`src/rtl/present_msk_ctrl_if.sv`:
```
// Control bundle between the PRESENT-80 masked-core sequencer and its datapath.
// The master side is the sequencer; the slave side is the datapath and its clients.
interface present_msk_ctrl_if;
    logic       in_valid;
    logic       in_ready;
    logic       rnd_valid;
    logic       rnd_req;
    logic       pipe_en;
    logic       sel_load;
    logic       en_state;
    logic       en_key;
    logic       clr_state;
    logic [4:0] round_cnt;
    logic       out_valid;
    logic       out_ready;

    modport master (
        input  in_valid, rnd_valid, out_ready,
        output in_ready, rnd_req, pipe_en, sel_load, en_state, en_key,
               clr_state, round_cnt, out_valid
    );

    modport slave (
        output in_valid, rnd_valid, out_ready,
        input  in_ready, rnd_req, pipe_en, sel_load, en_state, en_key,
               clr_state, round_cnt, out_valid
    );
endinterface

```
`src/rtl/present_msk_ctrl.sv`:
```
// Round sequencer for the masked PRESENT-80 core: load, 31 rounds of SBOX_LAT
// cycles each (stalling on missing randomness), then hold the result until taken.
module present_msk_ctrl #(
    parameter int d        = 2,
    parameter int SBOX_LAT = 4,
    parameter int NROUNDS  = 31
) (
    input  logic               clk,
    input  logic               rst,
    present_msk_ctrl_if.master bus
);

    localparam int              PW       = (SBOX_LAT > 1) ? $clog2(SBOX_LAT) : 1;
    localparam logic [PW-1:0]   PH_LAST  = PW'(SBOX_LAT - 1);
    localparam logic [4:0]      RC_LAST  = 5'(NROUNDS);

    if (SBOX_LAT < 1 || SBOX_LAT > 15 || NROUNDS < 1 || NROUNDS > 31 || d < 1) begin : g_param_err
        $error("present_msk_ctrl: unsupported parameter value");
    end

    typedef enum logic [1:0] {
        IDLE  = 2'd0,
        LOAD  = 2'd1,
        ROUND = 2'd2,
        DONE  = 2'd3
    } state_t;

    state_t        state_q, state_d;
    logic [PW-1:0] phase_q, phase_d;
    logic [4:0]    round_q, round_d;

    always_ff @(posedge clk) begin
        if (!rst) begin
            state_q <= IDLE;
            phase_q <= '0;
            round_q <= 5'd1;
        end else begin
            state_q <= state_d;
            phase_q <= phase_d;
            round_q <= round_d;
        end
    end

    // Everything is a decode of the registered state; only ROUND gates its
    // strobes with rnd_valid so a missing random word stalls that very cycle.
    always_comb begin
        state_d       = state_q;
        phase_d       = phase_q;
        round_d       = round_q;
        bus.in_ready  = 1'b0;
        bus.rnd_req   = 1'b0;
        bus.pipe_en   = 1'b0;
        bus.sel_load  = 1'b0;
        bus.en_state  = 1'b0;
        bus.en_key    = 1'b0;
        bus.clr_state = 1'b0;
        bus.out_valid = 1'b0;

        case (state_q)
            IDLE: begin
                bus.in_ready  = 1'b1;
                bus.clr_state = 1'b1;
                round_d       = 5'd1;
                if (bus.in_valid) begin
                    state_d = LOAD;
                end
            end
            LOAD: begin
                bus.sel_load = 1'b1;
                bus.en_state = 1'b1;
                bus.en_key   = 1'b1;
                phase_d      = '0;
                state_d      = ROUND;
            end
            ROUND: begin
                bus.pipe_en = bus.rnd_valid;
                bus.rnd_req = bus.rnd_valid;
                if (bus.rnd_valid) begin
                    if (phase_q == PH_LAST) begin
                        bus.en_state = 1'b1;
                        bus.en_key   = 1'b1;
                        phase_d      = '0;
                        if (round_q == RC_LAST) begin
                            state_d = DONE;
                        end else begin
                            round_d = round_q + 5'd1;
                        end
                    end else begin
                        phase_d = phase_q + PW'(1);
                    end
                end
            end
            DONE: begin
                bus.out_valid = 1'b1;
                if (bus.out_ready) begin
                    state_d = IDLE;
                    round_d = 5'd1;
                end
            end
            default: begin
                state_d = IDLE;
                phase_d = '0;
                round_d = 5'd1;
            end
        endcase
    end

    assign bus.round_cnt = round_q;

endmodule

```
`src/flat_wrapper.sv`:
```
// flat-port wrapper written by rule: the top's interface ports become plain ports
module present_msk_ctrl_flat 
#(
    parameter int d        = 2,
    parameter int SBOX_LAT = 4,
    parameter int NROUNDS  = 31
)
  (clk, rst, bus_in_valid, bus_rnd_valid, bus_out_ready, bus_in_ready, bus_rnd_req, bus_pipe_en, bus_sel_load, bus_en_state, bus_en_key, bus_clr_state, bus_round_cnt, bus_out_valid);
  present_msk_ctrl_if bus_i ();
  input  logic clk;
  input  logic rst;
  input wire logic [$bits(bus_i.in_valid)-1:0] bus_in_valid;
  input wire logic [$bits(bus_i.rnd_valid)-1:0] bus_rnd_valid;
  input wire logic [$bits(bus_i.out_ready)-1:0] bus_out_ready;
  output wire logic [$bits(bus_i.in_ready)-1:0] bus_in_ready;
  output wire logic [$bits(bus_i.rnd_req)-1:0] bus_rnd_req;
  output wire logic [$bits(bus_i.pipe_en)-1:0] bus_pipe_en;
  output wire logic [$bits(bus_i.sel_load)-1:0] bus_sel_load;
  output wire logic [$bits(bus_i.en_state)-1:0] bus_en_state;
  output wire logic [$bits(bus_i.en_key)-1:0] bus_en_key;
  output wire logic [$bits(bus_i.clr_state)-1:0] bus_clr_state;
  output wire logic [$bits(bus_i.round_cnt)-1:0] bus_round_cnt;
  output wire logic [$bits(bus_i.out_valid)-1:0] bus_out_valid;
  assign bus_i.in_valid = bus_in_valid;
  assign bus_i.rnd_valid = bus_rnd_valid;
  assign bus_i.out_ready = bus_out_ready;
  assign bus_in_ready = bus_i.in_ready;
  assign bus_rnd_req = bus_i.rnd_req;
  assign bus_pipe_en = bus_i.pipe_en;
  assign bus_sel_load = bus_i.sel_load;
  assign bus_en_state = bus_i.en_state;
  assign bus_en_key = bus_i.en_key;
  assign bus_clr_state = bus_i.clr_state;
  assign bus_round_cnt = bus_i.round_cnt;
  assign bus_out_valid = bus_i.out_valid;
  present_msk_ctrl #(.d(d), .SBOX_LAT(SBOX_LAT), .NROUNDS(NROUNDS)) u_core (.clk(clk), .rst(rst), .bus(bus_i));
endmodule
```
`config.mk`:
```
export PLATFORM = sky130hd
export DESIGN_NAME = present_msk_ctrl_flat
export DESIGN_NICKNAME = d
export VERILOG_FILES = /design/src/rtl/present_msk_ctrl_if.sv /design/src/rtl/present_msk_ctrl.sv /design/src/flat_wrapper.sv
export SDC_FILE = /design/constraint.sdc
export NUM_CORES = 1
export LEC_CHECK = 0
export ABC_CLOCK_PERIOD_IN_PS = 2400
export CAP_MARGIN = 5
export CORE_MARGIN = 2
export CORE_UTILIZATION = 33
export DETAILED_ROUTE_END_ITERATION = 8
export PLACE_DENSITY = 0.67
export SLEW_MARGIN = 10
export SYNTH_ARGS = -nofsm -noshare
export SYNTH_HDL_FRONTEND = slang
export SYNTH_SLANG_ARGS = --single-unit
```
`constraint.sdc`:
```
create_clock -name clk -period 2.4 [get_ports clk]
set_input_delay 0.36 -clock clk [delete_from_list [all_inputs] [get_ports clk]]
set_output_delay 0.36 -clock clk [all_outputs]
set_load 0.005 [all_outputs]
```
# Yosys cells after proc, flatten, opt, wreduce, memory -nomap -nowiden
# Cells that the tools add are included.
[totals]
register_bits = 9
inputBits = 5
out_inout_bits = 13
wordCells = 43
[op_classes]
n_addsub = 2
n_eq_ne = 11
muxes = 21
n_reduce_logical = 6
[ops]
columns = ["op", "n"]
rows = [
  ["two-way mux 5 bit", 4],
  ["one-hot mux 5 bit (3 select lines)", 1],
  ["two-way mux 2 bit", 7],
  ["AND reduction 5 bit", 2],
  ["inequality test 2 bit, second input constant", 4],
  ["one-hot mux 2 bit (4 select lines)", 1],
  ["equality test 2 bit, second input constant", 3],
  ["two-way mux 1 bit", 6],
  ["adder 5 x 1 -> 5 bit, second input constant", 1],
  ["equality test 5 bit, second input constant", 1],
  ["inequality test 2 x 1 -> 1 bit, second input constant", 2],
  ["one-hot mux 2 bit (2 select lines)", 1],
  ["nonzero test 3 bit", 1],
  ["adder 2 x 1 -> 2 bit, second input constant", 1],
  ["equality test 2 x 1 -> 1 bit, second input constant", 1],
  ["logical NOT 2 bit", 1],
  ["one-hot mux 1 bit (2 select lines)", 1],
  ["AND reduction 2 bit", 1],
  ["nonzero test 2 bit", 1],
]

# Depth between registers and ports, before layout
[depth]
depth_word = 5
mapped_depth = 7
ltp_nobuf = 7

# Worst setup path before layout
# Ideal clock, no wire load.
[synth_timing]
path_type = "register to register"
from = "reg u_core.round_q[0], in the netlist u_core.bus.round_cnt[0]"
to = "reg u_core.round_q[3], in the netlist u_core.bus.round_cnt[3]"
setup_time_ns = 0.116
arrival_ns = 1.626
required_time_ns = 2.284
slack_ns = 0.658
path_stages_with_launch = 8
n_path_buf = 0
period_less_slack_ns = 1.742
path_cell_list = "dfxtp_1 -> ha_1 -> and3_1 -> ha_1 -> nand3b_4 -> a211oi_4 -> a21boi_2 -> o21ai_1"
[synth_via]
elab_chain_cells = 5
elab_cells_between_ends = 8
cone_classes = "add/sub: 1; eq/ne: 2; mux: 4; reduce/logical: 1"
[synth_lines]
columns = ["element", "line_no", "text"]
rows = [
  ["start, declared", "present_msk_ctrl.sv:30", "logic [4:0] round_q, round_d;"],
  ["start signal, assigned", "present_msk_ctrl.sv:40", "round_q <= round_d;"],
  ["adder 5 x 1 -> 5 bit", "present_msk_ctrl.sv:86", "round_d = round_q + 5'd1;"],
  ["two-way mux 5 bit", "present_msk_ctrl.sv:83", "if (round_q == RC_LAST) begin"],
  ["two-way mux 5 bit", "present_msk_ctrl.sv:79", "if (phase_q == PH_LAST) begin"],
  ["two-way mux 5 bit", "present_msk_ctrl.sv:78", "if (bus.rnd_valid) begin"],
  ["one-hot mux 5 bit (3 select lines)", "present_msk_ctrl.sv:59", "case (state_q)"],
]
# Several ways; a longest one is shown, not always the timed one. The select of a mux whose other input is x is not followed.
# A chain may end at the register's enable or synchronous reset.

# Final worst setup path
[layout_timing]
from = "reg u_core.state_q[1]"
to = "out bus_en_key"
[layout_via]
elab_chain_cells = 2
elab_cells_between_ends = 3
cone_classes = "eq/ne: 2; mux: 1"
[layout_lines]
columns = ["element", "line_no", "text"]
rows = [
  ["start, declared", "present_msk_ctrl.sv:28", "state_t state_q, state_d;"],
  ["start signal, assigned", "present_msk_ctrl.sv:38", "state_q <= state_d;"],
  ["equality test 2 bit / equality test 2 x 1 -> 1 bit (equally long branches)", "present_msk_ctrl.sv:59", ""],
  ["one-hot mux 1 bit (2 select lines) (*)", "present_msk_ctrl.sv:59", ""],
  ["end, declared", "flat_wrapper.sv:20", "output wire logic [$bits(bus_i.en_key)-1:0] bus_en_key;"],
]
# Every way passes the cells marked *; elsewhere a longest branch is shown, timed or not.

==> impl_metrics.json <==
{
  "cts_root_buf": "clkbuf_4",
  "synth_edf_count": 0,
  "nNetsFinal": 99,
  "synth_area_leaders": "dfxtp_1 (29%), ha_1 (16%), nand2_1 (4.2%)",
  "grt_pass1_wl_um": 1920,
  "crit_buf_inv": 2,
  "hpwl_um": 975,
  "ctsHoldBuffers": 0,
  "wl_met2_um": 605,
  "cap_violations": 0,
  "start_util_pct": 35.6,
  "fin_total_pwr_uw": 645,
  "crit_type": "register to output port",
  "clk_path_buf_depth": 2,
  "fin_worst_skew_ns": 0.00398,
  "rsz0062_at_grt": "false",
  "fin_crit_ns": 2.10,
  "cts_setup_buffers": 0,
  "dr.pass1.iters": 2,
  "power.density_mw_per_mm2": 780,
  "final_antenna_net_count": 0,
  "irDropWorstVdd_v": 0.000365,
  "hold_class": "register to register",
  "core_mm2": 0.00175,
  "cts_max_level": 1,
  "grt-ovfl-total": 0,
  "synth_top_cell_by_area": "dfxtp_1",
  "die_w_um": 47.4,
  "utilization_pct": 47.4,
  "clock_latency_ns": 0.26,
  "post_drt_wl_per_cell_um": 11.0,
  "drive_gt1_share_pct": 12.9,
  "finalCritPeriodShare_pct": 87.6,
  "worstSetupEndpoint": "bus_en_key",
  "routed.top_layer": "met3",
  "tns_ns": 0,
  "status": "finished, final reports clean",
  "syn-num-nets": 80,
  "avgSynthCellArea_um2": 9.28,
  "slowest_delay_ns": 0.50,
  "ys_ff_latch": 9,
  "crit_fanout": 5,
  "r2r_end": "u_core.bus.round_cnt[3]",
  "die_h_um": 47.4,
  "critPathRequiredTime_ns": 2.04,
  "drc": 0,
  "cts_tree": "built",
  "p_leak_uw": 0.000328,
  "antenna_found_initial": 0,
  "cts-resized-gates": 0,
  "r2r_slack_ns": 0.50,
  "p_switching_uw": 228,
  "nFillCells": 172,
  "wl_met3_um": 53,
  "crit_chain": "inv_1 -> ha_1 -> o21a_1 -> clkdlybuf4s50_1",
  "diodes": 0,
  "async_flop_share_pct": 0,
  "io_buffers": 17,
  "path_clk_slew_ns": 0.06,
  "grt_max_degree": 13,
  "synthFlopType": "dfxtp_1",
  "worstSetupEndpointType": "output port",
  "yosysWarnings": 0,
  "cts_buffers": 3,
  "synth.top_cell.area_share_pct": 29.0,
  "max_slew.worst_pin.slew_ns": 0.333,
  "relSlewSlack_pct": 77.7,
  "power.internal_uw": 417,
  "rows": 15,
  "num_vias": 511,
  "io_pins": 18,
  "power_frac_seq_pct": 28.7,
  "grt.total_usage_pct": 12.2,
  "clock_sinks": 9,
  "setup.worst_path.start_class": "register",
  "gp_congestion": 0.776,
  "grt_pass1_vias": 464,
  "die_area_mm2": 0.00225,
  "drt_wl_total_um": 1210,
  "slowest_stage": "clkdlybuf4s50_1",
  "drv_slew": 0,
  "drt_iter0_markers": 6,
  "setup_viol": 0,
  "worstPathArrival_ns": 1.74,
  "max_freq_mhz": 475,
  "switching_share_pct": 35.4,
  "pwr-share-comb_pct": 53.3,
  "reg2reg_depth": 7,
  "area_growth_pct": 33.0,
  "viasPerCell": 4.65,
  "cp_top_family": "buffers and inverters",
  "synthDistinctLibCells": 28,
  "wl_met1_um": 554,
  "critPathLaunch": "u_core.state_q[1]",
  "crit_cells": 4,
  "r2r_start": "u_core.bus.round_cnt[0]",
  "finalHoldViolCount": 0,
  "netlist_instances": 67,
  "pwr-share-clk_pct": 18.0,
  "syn-cell-area_um2": 622,
  "seq_area_frac_synth_pct": 29.0
}
==> through the flow <==
step / cells / hold slack (ns) / area, um2 / setup slack, ns
floorplan: 67 / 0.459 / 622 / 0.658
global placement: 106 / 0.474 / 801 / 0.300
detailed placement: 106 / 0.486 / 801 / 0.297
CTS: 110 / 0.501 / 827 / 0.270
global route: 110 / 0.521 / 827 / 0.209
finish: 110 / 0.494 / 827 / 0.297
==> final cells by class <==
cell class / count / area [um2] / share of cell area, %
clock buffer: 4 / 26.3 / 3.18
inverter: 3 / 11.3 / 1.36
multi-input combinational: 50 / 393 / 47.5
sequential: 9 / 180 / 21.8
tap: 25 / 31.3 / 3.78
timing repair buffer: 19 / 185 / 22.4
==> worst min path at each step <==
stage | start | end | depth (start not counted)
global route | u_core.bus.round_cnt[3] | u_core.bus.round_cnt[3] | 2
CTS | u_core.bus.round_cnt[0] | u_core.bus.round_cnt[0] | 1
finish | u_core.bus.round_cnt[4] | u_core.bus.round_cnt[4] | 2
detailed placement | u_core.bus.round_cnt[3] | u_core.bus.round_cnt[3] | 2
global placement | u_core.bus.round_cnt[2] | u_core.bus.round_cnt[2] | 1
floorplan | u_core.bus.round_cnt[2] | u_core.bus.round_cnt[2] | 1
==> cells by family after synthesis <==
group                    share of synthesized area, %
flip-flops                                       29.0
AND/OR/NAND/NOR                                  28.0
AO/OA/AOI/OAI                                    19.1
adder cells (fa/ha/maj)                          16.1
buffers and inverters                            7.85
==> sequential cells by signal, summed over array words and instances (netlist names) <==
signal                cells
u_core.bus.round_cnt      5
u_core.phase_q            2
u_core.state_q            2
==> layer usage <==
metal  vias to the layer above  track usage [%]
li1                        269                -
met1                       232             14.9
met2                        10             19.2
met3                         0             6.04
met4                         0             3.33
met5                         -                0
==> Yosys cell counts (all sizes together) (2+ instances only) <==
master	n
a211oi	2
nor2	4
nor2b	3
and3	2
nand3	3
buf	4
nand2	7
a22oi	2
ha	8
inv	3
o21ai	4
o21a	2
dfxtp	9
nand4	2
a21oi	2
==> power by group through the flow <==
stage / clock network, uW / logic [uW] / registers, uW
after global routing: 126 / 377 / 187
after CTS: 119 / 350 / 185
after global placement: 0 / 343 / 188
after floorplan: 0 / 235 / 185
after detailed placement: 0 / 348 / 189
final: 116 / 344 / 185
==> placed cells by master (no fill, tap or decap), types with 2 or more instances in the layout <==
cell	count
a22oi_1	2
o21a_1	2
nand3_1	3
a21oi_1	2
clkbuf_4	3
o21ai_0	3
inv_1	3
nand2_1	7
and3_1	2
dfxtp_1	9
clkdlybuf4s50_1	17
buf_4	2
ha_1	8
nand4_1	2
nor2b_1	3
nor2_1	4
==> worst reg2reg max path: stages, from the launching register on <==
cell and delay, ns:
dfxtp_1 0.34, ha_1 0.24, and3_1 0.19, ha_1 0.21, nand3b_4 0.17, a211oi_4 0.37, a21boi_2 0.21, o21ai_1 0.06
Power figures use the tool's default switching activity.
